<file path="src/rtl/recovery_cmd_engine.sv">
// Recovery-protocol command engine: decodes a host command, moves write payload from the
// TTI RX queue into the CSR window, or streams CSR bytes out as a read response.
module recovery_cmd_engine #(
    parameter int unsigned DataWidth   = 32,
    parameter int unsigned NumCsrWords = 32,
    parameter int unsigned LenWidth    = 16,
    localparam int unsigned AW         = $clog2(NumCsrWords)
) (
    input  logic                 clk_i,
    input  logic                 rst_ni,
    input  logic                 cmd_valid_i,
    input  logic                 cmd_is_rd_i,
    input  logic [7:0]           cmd_cmd_i,
    input  logic [LenWidth-1:0]  cmd_len_i,
    input  logic                 cmd_error_i,
    output logic                 cmd_done_o,
    output logic [7:0]           desc_cmd_o,
    input  logic                 desc_valid_i,
    input  logic [AW-1:0]        desc_base_i,
    input  logic [LenWidth-1:0]  desc_len_i,
    input  logic                 desc_wr_i,
    output logic [AW-1:0]        csr_addr_o,
    input  logic [DataWidth-1:0] csr_rdata_i,
    output logic                 csr_we_o,
    output logic [DataWidth-1:0] csr_wdata_o,
    output logic                 rx_req_o,
    input  logic                 rx_ack_i,
    input  logic [DataWidth-1:0] rx_data_i,
    output logic                 rx_queue_clr_o,
    output logic                 res_valid_o,
    input  logic                 res_ready_i,
    output logic [LenWidth-1:0]  res_len_o,
    output logic                 res_dvalid_o,
    input  logic                 res_dready_i,
    output logic [7:0]           res_data_o,
    output logic                 res_dlast_o,
    input  logic                 tx_host_nack_i,
    output logic                 status_we_o,
    output logic [7:0]           status_protocol_o
);

    localparam int unsigned Bpw  = DataWidth / 8;
    localparam int unsigned BW   = (Bpw > 1) ? $clog2(Bpw) : 1;
    localparam int unsigned SumW = ((AW > LenWidth + 1) ? AW : LenWidth + 1) + 1;

    typedef enum logic [2:0] {
        StIdle, StDecode, StWrite, StReadHdr, StReadData, StError, StDone
    } state_e;

    state_e              state_q, state_d;
    logic                is_rd_q, is_rd_d;
    logic                crc_q, crc_d;
    logic [7:0]          cmd_q, cmd_d;
    logic [7:0]          code_q, code_d;
    logic [LenWidth-1:0] len_q, len_d;
    logic [LenWidth-1:0] dlen_q, dlen_d;
    logic [LenWidth-1:0] bcnt_q, bcnt_d;
    logic [AW-1:0]       base_q, base_d;
    logic [LenWidth:0]   widx_q, widx_d;
    logic [BW-1:0]       bidx_q, bidx_d;

    logic [LenWidth:0]    words;
    logic [SumW-1:0]      addr_sum;
    logic                 in_win;
    logic [AW-1:0]        addr_sat;
    logic                 last_byte;
    logic [DataWidth-1:0] rdata_sh;
    logic [7:0]           err_code;

    // Word count is one bit wider than the length so the round-up cannot wrap.
    assign words     = ({1'b0, len_q} + (LenWidth+1)'(Bpw - 1)) / (LenWidth+1)'(Bpw);
    assign addr_sum  = SumW'(base_q) + SumW'(widx_q);
    assign in_win    = addr_sum < SumW'(NumCsrWords);
    assign addr_sat  = in_win ? addr_sum[AW-1:0] : AW'(NumCsrWords - 1);
    assign last_byte = ({1'b0, bcnt_q} + 1'b1) == {1'b0, dlen_q};
    assign rdata_sh  = csr_rdata_i >> {bidx_q, 3'b000};
    assign desc_cmd_o = cmd_q;

    always_comb begin
        err_code = 8'h00;
        if (crc_q) begin
            err_code = 8'h04;
        end else if (!desc_valid_i) begin
            err_code = 8'h02;
        end else if (!is_rd_q && !desc_wr_i) begin
            err_code = 8'h01;
        end else if (!is_rd_q && (len_q != desc_len_i)) begin
            err_code = 8'h03;
        end
    end

    always_comb begin
        state_d = state_q;
        is_rd_d = is_rd_q;
        crc_d   = crc_q;
        cmd_d   = cmd_q;
        code_d  = code_q;
        len_d   = len_q;
        dlen_d  = dlen_q;
        bcnt_d  = bcnt_q;
        base_d  = base_q;
        widx_d  = widx_q;
        bidx_d  = bidx_q;

        cmd_done_o        = 1'b0;
        csr_addr_o        = '0;
        csr_we_o          = 1'b0;
        csr_wdata_o       = '0;
        rx_req_o          = 1'b0;
        rx_queue_clr_o    = 1'b0;
        res_valid_o       = 1'b0;
        res_len_o         = '0;
        res_dvalid_o      = 1'b0;
        res_data_o        = 8'h00;
        res_dlast_o       = 1'b0;
        status_we_o       = 1'b0;
        status_protocol_o = 8'h00;

        unique case (state_q)
            StIdle: begin
                if (cmd_valid_i) begin
                    is_rd_d = cmd_is_rd_i;
                    cmd_d   = cmd_cmd_i;
                    len_d   = cmd_len_i;
                    crc_d   = cmd_error_i;
                    code_d  = 8'h00;
                    state_d = StDecode;
                end
            end
            StDecode: begin
                if (err_code != 8'h00) begin
                    code_d  = err_code;
                    state_d = StError;
                end else begin
                    base_d  = desc_base_i;
                    dlen_d  = desc_len_i;
                    widx_d  = '0;
                    bidx_d  = '0;
                    bcnt_d  = '0;
                    state_d = is_rd_q ? StReadHdr : StWrite;
                end
            end
            StWrite: begin
                csr_addr_o = addr_sat;
                if (widx_q < words) begin
                    rx_req_o = 1'b1;
                    if (rx_ack_i) begin
                        // Words past the end of the window are consumed but not written.
                        csr_we_o    = in_win;
                        csr_wdata_o = in_win ? rx_data_i : '0;
                        widx_d      = widx_q + 1'b1;
                        if ((widx_q + 1'b1) == words) state_d = StDone;
                    end
                end else begin
                    state_d = StDone;
                end
            end
            StReadHdr: begin
                res_valid_o = 1'b1;
                res_len_o   = dlen_q;
                if (res_ready_i) state_d = (dlen_q == '0) ? StDone : StReadData;
            end
            StReadData: begin
                csr_addr_o   = addr_sat;
                res_dvalid_o = 1'b1;
                res_data_o   = rdata_sh[7:0];
                res_dlast_o  = last_byte;
                if (tx_host_nack_i) begin
                    state_d = StDone;
                end else if (res_dready_i) begin
                    if (last_byte) begin
                        state_d = StDone;
                    end else begin
                        bcnt_d = bcnt_q + 1'b1;
                        if (bidx_q == BW'(Bpw - 1)) begin
                            bidx_d = '0;
                            widx_d = widx_q + 1'b1;
                        end else begin
                            bidx_d = bidx_q + 1'b1;
                        end
                    end
                end
            end
            StError: begin
                rx_queue_clr_o = 1'b1;
                state_d        = StDone;
            end
            StDone: begin
                cmd_done_o        = 1'b1;
                status_we_o       = 1'b1;
                status_protocol_o = code_q;
                state_d           = StIdle;
            end
            default: state_d = StIdle;
        endcase
    end

    always_ff @(posedge clk_i or negedge rst_ni) begin
        if (!rst_ni) begin
            state_q <= StIdle;
            is_rd_q <= 1'b0;
            crc_q   <= 1'b0;
            cmd_q   <= 8'h00;
            code_q  <= 8'h00;
            len_q   <= '0;
            dlen_q  <= '0;
            bcnt_q  <= '0;
            base_q  <= '0;
            widx_q  <= '0;
            bidx_q  <= '0;
        end else begin
            state_q <= state_d;
            is_rd_q <= is_rd_d;
            crc_q   <= crc_d;
            cmd_q   <= cmd_d;
            code_q  <= code_d;
            len_q   <= len_d;
            dlen_q  <= dlen_d;
            bcnt_q  <= bcnt_d;
            base_q  <= base_d;
            widx_q  <= widx_d;
            bidx_q  <= bidx_d;
        end
    end

endmodule

</file>
<file path="config.mk">
export PLATFORM = sky130hd
export DESIGN_NAME = recovery_cmd_engine
export DESIGN_NICKNAME = d
export VERILOG_FILES = /design/src/rtl/recovery_cmd_engine.sv
export SDC_FILE = /design/constraint.sdc
export NUM_CORES = 1
export LEC_CHECK = 0
export ABC_AREA = 1
export ABC_CLOCK_PERIOD_IN_PS = 2600
export BUFFER_PORTS_ARGS = -buffer_cell sky130_fd_sc_hd__buf_2
export CAP_MARGIN = 25
export CORE_ASPECT_RATIO = 2
export CORE_MARGIN = 2
export CORE_UTILIZATION = 45
export CTS_CLUSTER_SIZE = 8
export DETAILED_ROUTE_END_ITERATION = 7
export PLACE_DENSITY = 0.73
export SETUP_SLACK_MARGIN = 0.02
export SLEW_MARGIN = 20
export SYNTH_ARGS = -nofsm -noshare
export SYNTH_HDL_FRONTEND = slang
export SYNTH_SLANG_ARGS = --single-unit
export TNS_END_PERCENT = 5
</file>
<file path="constraint.sdc">
create_clock -name clk_i -period 2.6 [get_ports clk_i]
set_input_delay 0.13 -clock clk_i [delete_from_list [all_inputs] [get_ports clk_i]]
set_output_delay 0.13 -clock clk_i [all_outputs]
set_load 0.01 [all_outputs]
</file>
======== Word level (Yosys, flattened, before mapping) ========
Cells that the tools add are included.
cells by class
  add/subtract/negate cells ............... 6
  bitwise gates (word level) .............. 1
  multiplexer cells ....................... 57
  shifts and indexed selects .............. 1
  reductions and logical operators ........ 17
  $lt $le $gt $ge ......................... 2
  eq/ne operators ......................... 24
operators with widths
  kind                                                                    number
  32-bit two-way mux                                                      4
  17-bit two-way mux                                                      7
  16-bit two-way mux                                                      5
  17-bit one-hot mux with 3 select lines                                  1
  8-bit two-way mux                                                       5
  16-bit one-hot mux with 2 select lines                                  1
  32-bit by 5-bit >> shifter with 8-bit output                            1
  3-bit two-way mux                                                       9
  2-bit inequality test (second input constant)                           10
  5-bit by 17-bit adder with 18-bit output                                1
  18-bit by 6-bit < comparator with 1-bit output (second input constant)  1
  2-bit two-way mux                                                       9
  3-bit one-hot mux with 6 select lines                                   1
  16-bit by 1-bit adder with 17-bit output (second input constant)        1
  16-bit by 2-bit adder with 17-bit output (second input constant)        1
  17-bit by 1-bit adder with 17-bit output (second input constant)        1
  17-bit by 15-bit equality test with 1-bit output                        1
  17-bit by 16-bit equality test with 1-bit output                        1
  17-bit by 15-bit < comparator with 1-bit output                         1
  16-bit by 1-bit adder with 16-bit output (second input constant)        1
  16-bit logical NOT                                                      1
  16-bit inequality test                                                  1
  8-bit one-hot mux with 2 select lines                                   1
  3-bit inequality test (second input constant)                           4
  21 further kinds                                                        39
storage, ports and cells
  output and inout port bits .............. 85
  input bits .............................. 120
  logic and storage cells ................. 119
  flip-flop bits (word level) ............. 93

======== Logic depth before layout (Yosys ltp) ========
  depth in word-level cells ............... 9
  mapped depth ............................ 18
  depth with buffers taken out ............ 18

======== Worst setup path before layout ========
OpenSTA, ideal clock, no wires.
  kind .................................... register -> register
  start point ............................. register len_q[2]
  end point ............................... register widx_q[1]
  stages on the path, launching flop included .. 18
  arrival ................................. 2.503 ns
  period minus slack after synthesis ...... 2.620 ns
  library setup time ...................... 0.117 ns
  path slack .............................. -0.020 ns
  data required time ...................... 2.483 ns
  buffers on the path ..................... 1
  cells stage by stage .................... dfrtp_1 -> nand2_1 -> nor2_1 -> nand2_1 -> nand2_1 -> nand2_1 -> ha_1 -> a21oi_1 -> nor2_1 -> nor2_1 -> nand2_1 -> o21ai_0 -> a41oi_1 -> nor2_4 -> nand2_8 -> buf_6 -> nand2_1 -> nand2_1
between the ends
  longest elaborated chain between the ends .. 9
  elaborated cells on any way between the ends .. 12
  those cells by class .................... 1 x add/sub; 1 x order compare; 3 x eq/ne; 4 x mux; 3 x reduce/logical
ends and longest elaborated chain
  what                                                                              RTL line  text
  start: declaration                                                                55        logic [LenWidth-1:0] len_q, len_d;
  start signal: assignment                                                          217       len_q <= len_d;
  branches (longest 8 deep; another with 16-bit by 2-bit adder with 17-bit output)  n/a
  8-bit AND reduction (no source line) (*)                                          n/a
  end signal: assignment                                                            221       widx_q <= widx_d;
  end: declaration                                                                  59        logic [LenWidth:0] widx_q, widx_d;
Mark *: on every way between the ends.
A chain may end at the register's enable or synchronous reset.

======== Worst setup path in the final report ========
  start point ............................. register len_q[2]
  end point ............................... output csr_wdata_o[26]
between the ends
  longest elaborated chain between the ends .. 4
ends and longest elaborated chain
  what                                             RTL line  text
  16-bit by 2-bit adder with 17-bit output         71        assign words = ({1'b0, len_q} + (LenWidth+1)'(Bpw - 1)) / (LenWidth+1)'(Bpw);
  17-bit by 15-bit < comparator with 1-bit output  145       if (widx_q < words) begin
  32-bit two-way mux                               145
  32-bit two-way mux                               119       unique case (state_q)
  end: declaration                                 25        output logic [DataWidth-1:0] csr_wdata_o,
No other way between the ends.

==> run summary <==
Status = complete, but fails checks
Failing checks = negative setup slack
CTS tree = yes
N_diodes = 0
IO buf count = 199
DR iter-0 viols = 364
Post-layout util = 64.3%
Chain of cells forming the critical path = buf_4 -> inv_2 -> nor2_4 -> nand3_4 -> buf_4 -> nand2_1 -> nand2_1 -> ha_1 -> nand2_1 -> nor3_1 -> buf_4 -> nand3b_1 -> nand4_1 -> nor2_2 -> nand3_4 -> clkbuf_16 -> nor2_2 -> buf_2
Largest family of logic cells by synthesized area = simple AND/OR/NAND/NOR gates
CP arrival = 3270 ps
Clock transition at path regs = 60 ps
H-tree levels = 3
Setup Viol. Count Final = 78
Total power = 8880 µW
Post-Synth XOR/XNOR Area = 3.30%
Hold Vio Cnt, Final = 0
Routed WL = 27300 µm
Post-route ant nets = 0
EDFF count, synth = 0
Crit Path Max Fanout = 8
Sequential cell area fraction in the yosys report = 29.6%
Critical setup path kind = reg -> out
Row count = 66
Synth cell count leaders = 303 x nand2_1, 250 x nor2_1, 143 x inv_1
Final Critical Period = 3400 ps
Critical-path top delay cell = dfrtp_1
Root Driver = clkbuf_16
Post-Syn Area = 7430 µm²
Final worst setup slack = -801 ps
Combinational Power Share = 61.6%
Worst EP required = 2470 ps
Core Region = 16200 µm²
Die W = 94.9 µm
MaxCap Viol Count = 0
Overflow after GRT = 0
Top cells by area, synth = dfrtp_1 30%, nand2_1 15%, nor2_1 13%
Min Hold Slack = 6.21 ps
Initial Utilization = 45.9%
DRT Pass-1 Iters = 5
TNS Setup = -36140 ps
Max Fclk = 294 MHz
Syn avg cell area = 6.33 µm²
RSZ-0062 raised after global routing = yes
Vias per cell = 5.17
Max_slew headroom = 63.6%
Vias in the first global route = 8224
Most frequent cell after synthesis = nand2_1
IO Count = 205
Post-Synth Adder-Cell Area = 4.14%
FFs w/ async S/R, synth = 100%
Crit. End Element = primary output
Synth unique cells = 47
CP max stage delay = 410 ps
Area growth, synth to finish = 40.0%
Largest net degree at the start of global routing = 59
First-pass GRT wire length = 39900 µm
Cell accounting for the most synthesized area = dfrtp_1
Clock Sinks = 88
NetSw = 4040 µW
Reg power frac = 23.0%
Most common flop cell mapped by yosys = dfrtp_1
Worst-Skew Late Latency = 360 ps
Period utilization = 131%
Internal Power = 4840 µW
Tot GR Track Use = 29.7%
TritonCTS Buffers = 9
Die height = 186 µm
Sw frac = 45.5%
Full die area = 17600 µm²
Fraction of synthesized cell area taken by the top area cell type = 29.6%
Worst-margin pin slew = 545 ps
Post-DR wirelength/cell = 16.2 µm
#FFs+latches synth = 88
Setup Skew = 12.8 ps
Residual DRC count = 0
Clock share of power = 15.4%
CP Launch Type = flop
Layout cells sized above 1 = 32.4%
Hold/Removal Path Class = in -> reg
Max VDD drop = 0.621 mV
Initial antenna violation count = 0
PwrDens = 853 nW/µm²
Simple-gate share of the synthesized area = 42.8%
Post-synthesis mux area share = 2.27%
DR vias = 8731
Synthesis Warnings = 0
Detailed Place HPWL = 21000 µm
Nets = 1625
Synth Instances = 1175
P_leak = 0.00565 µW
GPL Wtd Cong = 0.972
Clock Path Buffers = 2
Compound-cell area share of the yosys netlist = 7.32%
Max Slew Vio Count = 0
[power groups by stage]
stage	Clock [µW]	Combinational (µW)	Sequential, µW
after global placement	0	4690	2040
after global routing	1430	5980	2090
after floorplan	0	2750	2040
final	1360	5470	2050
after CTS	1380	4910	2030
after detailed placement	0	4750	2050
[flip-flops by register name, summed over array words and instances (netlist names)]
name and count:
len_q 16, desc_cmd_o 8, is_rd_q 1, crc_q 1, state_q 3, bidx_q 2
base_q 5, widx_q 17, dlen_q 16, bcnt_q 16, code_q 3
[final timing paths]
kind | depth (start not counted) | end | slack, ps | from
min in group asynchronous | 2 | dlen_q[10] | 260 | rst_ni
setup reg to reg | 24 | widx_q[12] | -570 | len_q[2]
max in group asynchronous | 3 | bcnt_q[3] | 1640 | rst_ni
hold / removal | 2 | base_q[1] | 6 | desc_base_i[1]
setup / recovery | 18 | csr_wdata_o[26] | -800 | len_q[2]
hold reg to reg | 1 | desc_cmd_o[5] | 500 | desc_cmd_o[5]
[worst max-delay path, delay by kind of cell (launching register included)]
kind          cells  cell delay [ps]
simple gates     11             1350
buf+inv           6              840
flops             1              410
fa+ha+maj         1              310
[stage by stage]
step	area, µm²	cells	worst slack, ps
after floorplan	7450	1179	14.8
final	10400	1689	-801
after CTS	9830	1675	-669
after detailed placement	9330	1647	-597
after global routing	10400	1689	-941
after global placement	9330	1647	-501
[cell families after synthesis]
family,Yosys count
AO/OA/AOI/OAI,99
XOR/XNOR,28
adder cells (fa/ha/maj),24
buffers and inverters,183
flip-flops,88
multiplexers,15
other,1
AND/OR/NAND/NOR,737
[final cells by class]
cell class                      instances  area (µm²)
Tap cell                              204         255
Sequential cell                        88        2200
Clock inverter                          5        56.3
Clock buffer                           10         239
Inverter                              147         552
Timing Repair Buffer                  327        2210
Multi-Input combinational cell        908        4890
Fill cell                            1529        5780
[cells in the final DEF (no fill, tap or decap), types with 5 or more instances in the layout]
| master | n |
|---|---|
| buf_4 | 105 |
| inv_1 | 140 |
| nor3_1 | 12 |
| nand2_1 | 280 |
| mux2_2 | 15 |
| clkbuf_16 | 12 |
| dlygate4sd3_1 | 7 |
| buf_2 | 188 |
| dfrtp_1 | 87 |
| nand2_2 | 38 |
| nand4_1 | 25 |
| a21oi_1 | 48 |
| buf_12 | 7 |
| conb_1 | 5 |
| nor2_4 | 20 |
| buf_6 | 17 |
| nand3b_1 | 8 |
| nor2_2 | 28 |
| ha_4 | 5 |
| xor2_1 | 23 |
| nor2_1 | 213 |
| o21ai_0 | 24 |
| nand3_1 | 91 |
| inv_2 | 6 |
| ha_1 | 15 |
[metal layers]
layer	vias to the layer above	global-route usage, %	share of wire [%]
met2	296	55.0	54
li1	4326	-	-
met1	4003	29.4	35
met5	-	0	0
met4	0	21.3	7.2
met3	106	3.77	4.2
[timing repair]
| action | CTS | global route |
|---|---|---|
| endpoints found under the setup margin | 78 | 78 |
| resized for setup | 29 | 101 |
| setup buffers | 6 | 10 |
| pin swaps | 7 | 27 |
| hold buffers | 7 | 0 |
| gates cloned | 0 | 4 |
| hold endpoints to repair | 36 | 0 |
(Power assumes the default switching activity.)
